==> config.mk <==
export PLATFORM = sky130hd
export DESIGN_NAME = mouse_cmd_scheduler
export DESIGN_NICKNAME = d
export VERILOG_FILES = /design/src/rtl/mouse_cmd_scheduler.sv
export SDC_FILE = /design/constraint.sdc
export NUM_CORES = 1
export LEC_CHECK = 0
export ABC_AREA = 1
export CORE_MARGIN = 4
export CORE_UTILIZATION = 35
export DETAILED_ROUTE_END_ITERATION = 8
export PLACE_DENSITY = 0.59
export SLEW_MARGIN = 10
export SYNTH_ARGS = -nofsm -noshare
export SYNTH_HDL_FRONTEND = slang
export SYNTH_SLANG_ARGS = --single-unit
==> constraint.sdc <==
create_clock -name CLK -period 2.4 [get_ports CLK]
set_clock_uncertainty 0.05 [all_clocks]
set_input_delay 0.72 -clock CLK [delete_from_list [all_inputs] [get_ports CLK]]
set_output_delay 0.72 -clock CLK [all_outputs]
set_load 0.01 [all_outputs]
==> src/rtl/mouse_cmd_scheduler.sv <==
// Shares one PS/2 transmitter between two command requesters: arbitrates, sends,
// waits for the device acknowledge, resends on 0xFE, and forwards other receive bytes.
module mouse_cmd_scheduler #(
   parameter int ACK_TIMEOUT = 500000,
   parameter int MAX_RETRY   = 3,
   parameter int CNT_W       = 19
) (
   input  logic       CLK,
   input  logic       RESET,
   input  logic       REQ0_VALID,
   input  logic [7:0] REQ0_BYTE,
   output logic       REQ0_GRANT,
   output logic       REQ0_DONE,
   input  logic       REQ1_VALID,
   input  logic [7:0] REQ1_BYTE,
   output logic       REQ1_GRANT,
   output logic       REQ1_DONE,
   output logic [1:0] DONE_STATUS,
   output logic       BUSY,
   output logic       SEND_BYTE,
   output logic [7:0] BYTE_TO_SEND,
   input  logic       BYTE_SENT,
   input  logic       BYTE_READY,
   input  logic [7:0] BYTE_READ,
   input  logic [1:0] BYTE_ERROR_CODE,
   output logic       RX_PASS_VALID,
   output logic [7:0] RX_PASS_BYTE
);
   localparam int RTY_W = (MAX_RETRY < 1) ? 1 : $clog2(MAX_RETRY + 1);
   localparam logic [CNT_W-1:0] TIMER_LAST = CNT_W'(ACK_TIMEOUT - 1);
   localparam logic [CNT_W-1:0] TIMER_MAX  = '1;
   localparam logic [RTY_W-1:0] RETRY_MAX  = RTY_W'(MAX_RETRY);

   typedef enum logic [1:0] {IDLE, WAIT_TX, WAIT_ACK, DONE} state_e;

   state_e           state_q, state_d;
   logic [CNT_W-1:0] timer_q, timer_d;
   logic [RTY_W-1:0] retry_q, retry_d;
   logic             owner_q, owner_d;
   logic             last_q, last_d;
   logic [7:0]       byte_q, byte_d;
   logic             grant0_q, grant0_d, grant1_q, grant1_d;
   logic             send_q, send_d;
   logic             done0_q, done0_d, done1_q, done1_d;
   logic [1:0]       status_q, status_d;
   logic             busy_q;
   logic             rx_valid_q;
   logic [7:0]       rx_byte_q;
   logic             pick;
   logic             timer_exp;
   logic             finish;
   logic             rx_forward;

   // On a tie the port that did not win last time is chosen.
   assign pick       = REQ1_VALID & (~REQ0_VALID | ~last_q);
   assign timer_exp  = (timer_q == TIMER_LAST);
   assign rx_forward = BYTE_READY & (state_q != WAIT_ACK);

   always_comb begin
      state_d  = state_q;
      timer_d  = (timer_q == TIMER_MAX) ? timer_q : timer_q + 1'b1;
      retry_d  = retry_q;
      owner_d  = owner_q;
      last_d   = last_q;
      byte_d   = byte_q;
      grant0_d = 1'b0;
      grant1_d = 1'b0;
      send_d   = 1'b0;
      done0_d  = 1'b0;
      done1_d  = 1'b0;
      status_d = status_q;
      finish   = 1'b0;
      case (state_q)
         IDLE: begin
            if (REQ0_VALID | REQ1_VALID) begin
               owner_d  = pick;
               last_d   = pick;
               byte_d   = pick ? REQ1_BYTE : REQ0_BYTE;
               grant0_d = ~pick;
               grant1_d = pick;
               send_d   = 1'b1;
               retry_d  = '0;
               timer_d  = '0;
               state_d  = WAIT_TX;
            end
         end
         WAIT_TX: begin
            if (BYTE_SENT) begin
               timer_d = '0;
               state_d = WAIT_ACK;
            end else if (timer_exp) begin
               finish   = 1'b1;
               status_d = 2'b10;
            end
         end
         WAIT_ACK: begin
            // A byte arriving on the expiry cycle wins over the timeout.
            if (BYTE_READY) begin
               if (BYTE_ERROR_CODE != 2'b00) begin
                  finish   = 1'b1;
                  status_d = 2'b11;
               end else if (BYTE_READ == 8'hFA) begin
                  finish   = 1'b1;
                  status_d = 2'b00;
               end else if (BYTE_READ == 8'hFE) begin
                  if (retry_q < RETRY_MAX) begin
                     retry_d = retry_q + 1'b1;
                     timer_d = '0;
                     send_d  = 1'b1;
                     state_d = WAIT_TX;
                  end else begin
                     finish   = 1'b1;
                     status_d = 2'b01;
                  end
               end else begin
                  finish   = 1'b1;
                  status_d = 2'b11;
               end
            end else if (timer_exp) begin
               finish   = 1'b1;
               status_d = 2'b10;
            end
         end
         DONE: begin
            state_d = IDLE;
         end
         default: begin
            state_d = IDLE;
         end
      endcase
      if (finish) begin
         done0_d = ~owner_q;
         done1_d = owner_q;
         state_d = DONE;
      end
   end

   always_ff @(posedge CLK) begin
      if (RESET) begin
         state_q    <= IDLE;
         timer_q    <= '0;
         retry_q    <= '0;
         owner_q    <= 1'b0;
         last_q     <= 1'b1;
         byte_q     <= 8'hFF;
         grant0_q   <= 1'b0;
         grant1_q   <= 1'b0;
         send_q     <= 1'b0;
         done0_q    <= 1'b0;
         done1_q    <= 1'b0;
         status_q   <= 2'b00;
         busy_q     <= 1'b0;
         rx_valid_q <= 1'b0;
         rx_byte_q  <= 8'h00;
      end else begin
         state_q    <= state_d;
         timer_q    <= timer_d;
         retry_q    <= retry_d;
         owner_q    <= owner_d;
         last_q     <= last_d;
         byte_q     <= byte_d;
         grant0_q   <= grant0_d;
         grant1_q   <= grant1_d;
         send_q     <= send_d;
         done0_q    <= done0_d;
         done1_q    <= done1_d;
         status_q   <= status_d;
         busy_q     <= (state_d != IDLE);
         rx_valid_q <= rx_forward;
         if (rx_forward) begin
            rx_byte_q <= BYTE_READ;
         end
      end
   end

   assign REQ0_GRANT    = grant0_q;
   assign REQ1_GRANT    = grant1_q;
   assign REQ0_DONE     = done0_q;
   assign REQ1_DONE     = done1_q;
   assign DONE_STATUS   = status_q;
   assign BUSY          = busy_q;
   assign SEND_BYTE     = send_q;
   assign BYTE_TO_SEND  = byte_q;
   assign RX_PASS_VALID = rx_valid_q;
   assign RX_PASS_BYTE  = rx_byte_q;
endmodule

==> metrics.txt, run 1 <==
Sw Ratio=0.260; drt drc=0; Mapped Nets=between 300 and 400; placed instance area=around 3200 sq um; hpwl dp=about 4400 um; sequential element share of the synthesized area=0.405; Multi-input gate area=about 1300 sq um; H-tree lvl count=2; Clock Tree Root=clkbuf_8; leakage=1.28 nW; post-cts hold buffer count=0; most used flip-flop cell after synthesis=dfxtp_1; Yosys cell types=31; First DRT Iteration DRCs=between 80 and 90; Critical Path RT=~2500 ps; setup_tns=0 ps; Fmax=504 MHz; status=complete, no violations; first-pass GRT wire length=9410 um; synthesis-to-layout area growth=30.9%; largest net degree at the start of global routing=19; Placed Instances=a little under 500; sequential standard cell area=approximately 1000 sq um; slew at the pin closest to its max-slew limit=about 400 ps; Worst-path clk slew=80 ps; fin nets=approximately 430; core area=slightly below 7000 sq um; unrepaired setup endpoints after global routing=no; total of max-cap violations=0; Total Power=1.65 mW; max_slew headroom=0.730; combinational share of power=0.175; gr ovfl total=0; max-slew violations=0; row count=30; Power per Cell Area=roughly 500 nW/um^2; Initial Util=0.362; Mapped Avg Cell Area=about 7.4 sq um; Fill cells=740; Max Buffers Root-to-Sink=2; fin crit share=0.827; Die Width=between 90 and 100 um; Final Hold Vio Count=0; Critical Path End Type=register; post-synthesis register bit count=50; most common cell after layout, fill and taps aside=nand2_1; Arr. time, crit path=around 2100 ps; critical path type=in -> reg; Port Buf Inserts=56; initial antenna violation count=0; yosys warns=0; vias in the first global route=approximately 2100; Via density=4.56; final instance area=~3200 sq um; clock share of power=0.285; Max VDD drop=between 0.2 and 0.3 mV; Internal=about 1.2 mW; share of power burned in registers=0.539; Worst-Skew Late Latency=approximately 300 ps; # resized after CTS=0; Synth Instances=around 330; Initial DRT Pass Iterations=4; crit-path max FO=18; Global Route Usage Sum=0.137; cell area after synthesis=approximately 2500 sq um; TritonCTS Buffers=5; commonest non-fill, non-tap cells in the layout=nand2_1, clkdlybuf4s50_1, dfxtp_1, nor2_1, inv_1; fin crit period=~2000 ps; share of cells above drive strength 1=0.114; fin cells=between 400 and 500; P_sw=between 0.4 and 0.5 mW; Final setup viols=0; Setup Buffers After CTS=0; via total after detailed routing=around 2200; I/O pin count=57; Die Y=around 90 um; ANT nets after route=0; Hold WC Path Type=reg -> reg; RD Place Congestion=around 0.84; number of diodes=0; fraction of registers with async set/reset=0; total wire length=5760 um; EDFF count, synth=0; total clock sinks=50; Routed WL per cell=roughly 12 um; TritonCTS clock tree=done; DIE AREA=8480 sq um; CP Launch Type=input port
## state kept, by name (all words and copies together) (netlist names)
signal and flops:
BUSY 1, BYTE_TO_SEND 8, DONE_STATUS 2, REQ0_DONE 1, REQ0_GRANT 1, REQ1_DONE 1
REQ1_GRANT 1, RX_PASS_BYTE 8, RX_PASS_VALID 1, SEND_BYTE 1, last_q 1, owner_q 1
retry_q 2, state_q 2, timer_q 19
## path summary, 6_finish.rpt
check	start	cells past startpoint	endpoint	slack, ps
setup / recovery	REQ1_VALID	8	timer_q[3]	420
hold / removal	owner_q	1	REQ0_DONE	390
hold reg to reg	owner_q	1	REQ0_DONE	390
setup reg to reg	timer_q[0]	8	timer_q[1]	540
## kinds of logic after synthesis
family | synth area share
compound gates | 0.157
xor+xnor | 0.0354
fa+ha+maj | 0.0303
buf+inv | 0.0688
flops | 0.405
simple gates | 0.304
## power by group through the flow
stage / logic, mW / clock network [mW] / registers, mW
final: 0.289 / 0.470 / 0.888
after global routing: 0.321 / 0.520 / 0.894
after CTS: 0.292 / 0.487 / 0.889
after detailed placement: 0.291 / 0 / 0.907
after global placement: 0.290 / 0 / 0.907
after floorplan: 0.123 / 0 / 0.920
## critical path, stage by stage
cell	delay, ps
clkdlybuf4s50_1	470
nor2_1	80
nand2_2	90
inv_1	70
or2_1	260
o21ai_4	180
buf_12	190
a21oi_1	60
## routing by layer
metal	vias up	routed length (um)	GRT usage	share of wire
met1	994	2750	0.180	0.48
met4	0	68	0.0408	0.012
met5	-	0	0	0
met2	44	2480	0.207	0.43
li1	1200	-	-	-
met3	6	460	0.0550	0.080
## area by class of cell
class | instances | area share
Inverter | 34 | 0.0394
Tap cell | 96 | 0.0371
Multi-Input combinational cell | 244 | 0.402
Sequential cell | 50 | 0.309
Clock buffer | 7 | 0.0236
Timing Repair Buffer | 61 | 0.189
## through the flow
stage / utilization / setup WS [ps] / hold slack (ps)
2_1_floorplan: - / 533 / 363
3_3_place_gp: 0.463 / 123 / 382
3_5_place_dp: 0.463 / 97.0 / 384
4_1_cts: 0.474 / 409 / 398
5_1_grt: 0.474 / 313 / 425
6_report: 0.474 / 415 / 393
## synthesized netlist by cell type, types with 6 or more instances
| master | instances | area, sq um |
|---|---|---|
| a21oi_2 | 11 | 96.3 |
| dfxtp_1 | 50 | 1000 |
| ha_1 | 6 | 75.1 |
| nor2_2 | 10 | 62.6 |
| nand3_1 | 12 | 60.1 |
| o21ai_0 | 28 | 140 |
| nand4_1 | 7 | 43.8 |
| nand2_1 | 65 | 244 |
| nor2_1 | 49 | 184 |
| a21oi_1 | 22 | 110 |
| xor2_1 | 8 | 70.1 |
| inv_1 | 30 | 113 |
Power figures use the tool's default switching activity.
==> inputs of run 2 (changes only) <==
==> constraint.sdc (replaced) <==
create_clock -name CLK -period 2 [get_ports CLK]
set_clock_uncertainty 0.05 [all_clocks]
set_input_delay 0.6 -clock CLK [delete_from_list [all_inputs] [get_ports CLK]]
set_output_delay 0.6 -clock CLK [all_outputs]
set_load 0.01 [all_outputs]
==> metrics.txt, run 2 (synthesis gave the netlist of run 1 again) <==
Power per Cell Area=638 nW/um^2 (was 509 nW/um^2); slew at the pin closest to its max-slew limit=419 ps (was 402 ps); fin cells=505 (was 492); Clock Tree Root=clkbuf_8 (unchanged); hpwl dp=4430 um (was 4360 um); Biggest register=timer_q (unchanged); Final setup viols=0 (unchanged); Placed Instances=498 (was 485); number of diodes=0 (unchanged); gr ovfl total=0 (unchanged); First DRT Iteration DRCs=79 (was 81); drt drc=0 (unchanged); status=complete, no violations (unchanged); Initial Util=0.362 (unchanged); critical-path cell list=clkdlybuf4s50_1 (was clkdlybuf4s50_1 > nor2_1 > nand2_2 > inv_1 > or2_1 > o21ai_4 > buf_12 > a21oi_1); via total after detailed routing=2299 (was 2244); Max stage delay on crit path=570 ps (was 470 ps); RD Place Congestion=0.874 (was 0.842); post-cts hold buffer count=0 (unchanged); fin crit period=around 1800 ps; core area=6830 sq um (unchanged); Die Y=92.1 um (unchanged); Final Hold Vio Count=0 (unchanged); most common cell after layout, fill and taps aside=nand2_1 (unchanged); max reg flops=19 (unchanged); Max VDD drop=0.276 mV (was 0.267 mV); unrepaired setup endpoints after global routing=no (unchanged); Worst-Skew Late Latency=300 ps (about the same); largest net degree at the start of global routing=19 (unchanged); Fmax=about 540 MHz; TritonCTS clock tree=done (unchanged); critical path type=reg -> out (was in -> reg); Initial DRT Pass Iterations=4 (unchanged); Critical Path RT=1350 ps (was 2530 ps); Die Width=92.1 um (unchanged); crit-path max FO=2 (was 18); # resized after CTS=0 (unchanged); Via density=4.55 (was 4.56); combinational share of power=0.166 (was 0.175); leakage=1.36 nW (was 1.28 nW); setup_tns=0 ps (unchanged); row count=30 (unchanged); commonest non-fill, non-tap cells in the layout=nand2_1, clkdlybuf4s50_1, dfxtp_1, nor2_1, inv_1 (unchanged); CP Launch Type=register (was input port); total of max-cap violations=0 (unchanged); max_slew headroom=0.718 (was 0.730); Fill cells=709 (was 740); WHS=399 ps (was 393 ps); first-pass GRT wire length=9950 um (was 9410 um); vias in the first global route=2208 (was 2070); P_sw=0.520 mW (was 0.428 mW); I/O pin count=57 (unchanged); Sw Ratio=0.242 (was 0.260); Worst Path Buf+Inv=1 (was 3); share of power burned in registers=0.496 (was 0.539); clock share of power=0.338 (was 0.285); DIE AREA=8480 sq um (unchanged); Setup Buffers After CTS=0 (unchanged); Worst-path clk slew=80 ps (about the same); H-tree lvl count=2 (unchanged); Critical Path End Type=primary output (was register); initial antenna violation count=0 (unchanged); Hold WC Path Type=reg -> reg (unchanged); fin nets=447 (was 434); Arr. time, crit path=1200 ps (was 2120 ps); Internal=1.63 mW (was 1.22 mW); Slowest cell on crit path=clkdlybuf4s50_1 (unchanged); fin crit share=0.924; Port Buf Inserts=56 (unchanged); total clock sinks=50 (unchanged); TritonCTS Buffers=5 (unchanged); ANT nets after route=0 (unchanged); Global Route Usage Sum=0.145 (was 0.137); max-slew violations=0 (unchanged); share of cells above drive strength 1=0.147 (was 0.114); synthesis-to-layout area growth=36.3% (was 30.9%); Routed WL per cell=11.6 um (was 11.7 um); total wire length=5830 um (was 5760 um); Worst path top cell family by delay=buffers and inverters (unchanged); Max Buffers Root-to-Sink=2 (unchanged)
run 2: changes by cell type in the layout (fill, tap and decap cells not counted):
cell / change
buf_4: +13
bufinv_16: +1
clkbuf_1: -2
clkbuf_8: +1
run 2: per-layer routing:
metal | track usage | part of all wire
met5 | 0 | 0
met4 | 0.0421 | 0.010
met3 | 0.0525 | 0.073
met2 | 0.229 | 0.44
met1 | 0.184 | 0.47
run 2: cell type report:
class | instances | area (sq um) | area share
Tap cell | 96 | 120 | 0.0356
Sequential cell | 50 | 1000 | 0.297
Timing Repair Buffer | 74 | 708 | 0.210
Clock inverter | 1 | 30.0 | 0.00891
Multi-Input combinational cell | 244 | 1300 | 0.386
Clock buffer | 6 | 82.6 | 0.0245
Inverter | 34 | 128 | 0.0378
run 2: metrics by stage:
| stage | total power, mW | utilization | instance area (sq um) | setup slack, ps |
|---|---|---|---|---|
| after floorplan | 1.25 | - | 2470 | 215 |
| final | 2.15 | 0.494 | 3370 | 152 |
| after detailed placement | 1.45 | 0.477 | 3260 | -179 |
| after global routing | 2.27 | 0.494 | 3370 | 44.3 |
| after global placement | 1.45 | 0.477 | 3260 | -145 |
| after CTS | 2.18 | 0.494 | 3370 | 130 |
run 2: path summary, 6_finish.rpt:
kind / start / end / slack [ps] / cells after the start
max reg2reg: state_q[0] / timer_q[3] / 220 / 8
min reg2reg: owner_q / REQ1_DONE / 400 / 2
max: DONE_STATUS[0] / DONE_STATUS[0] / 150 / 1
min: owner_q / REQ1_DONE / 400 / 2
run 2: power by group through the flow:
stage	clock (mW)	combinational [mW]	sequential (mW)
floorplan	0	0.147	1.10
CTS	0.754	0.362	1.07
global route	0.798	0.398	1.07
detailed placement	0	0.360	1.09
global placement	0	0.359	1.09
finish	0.727	0.357	1.07
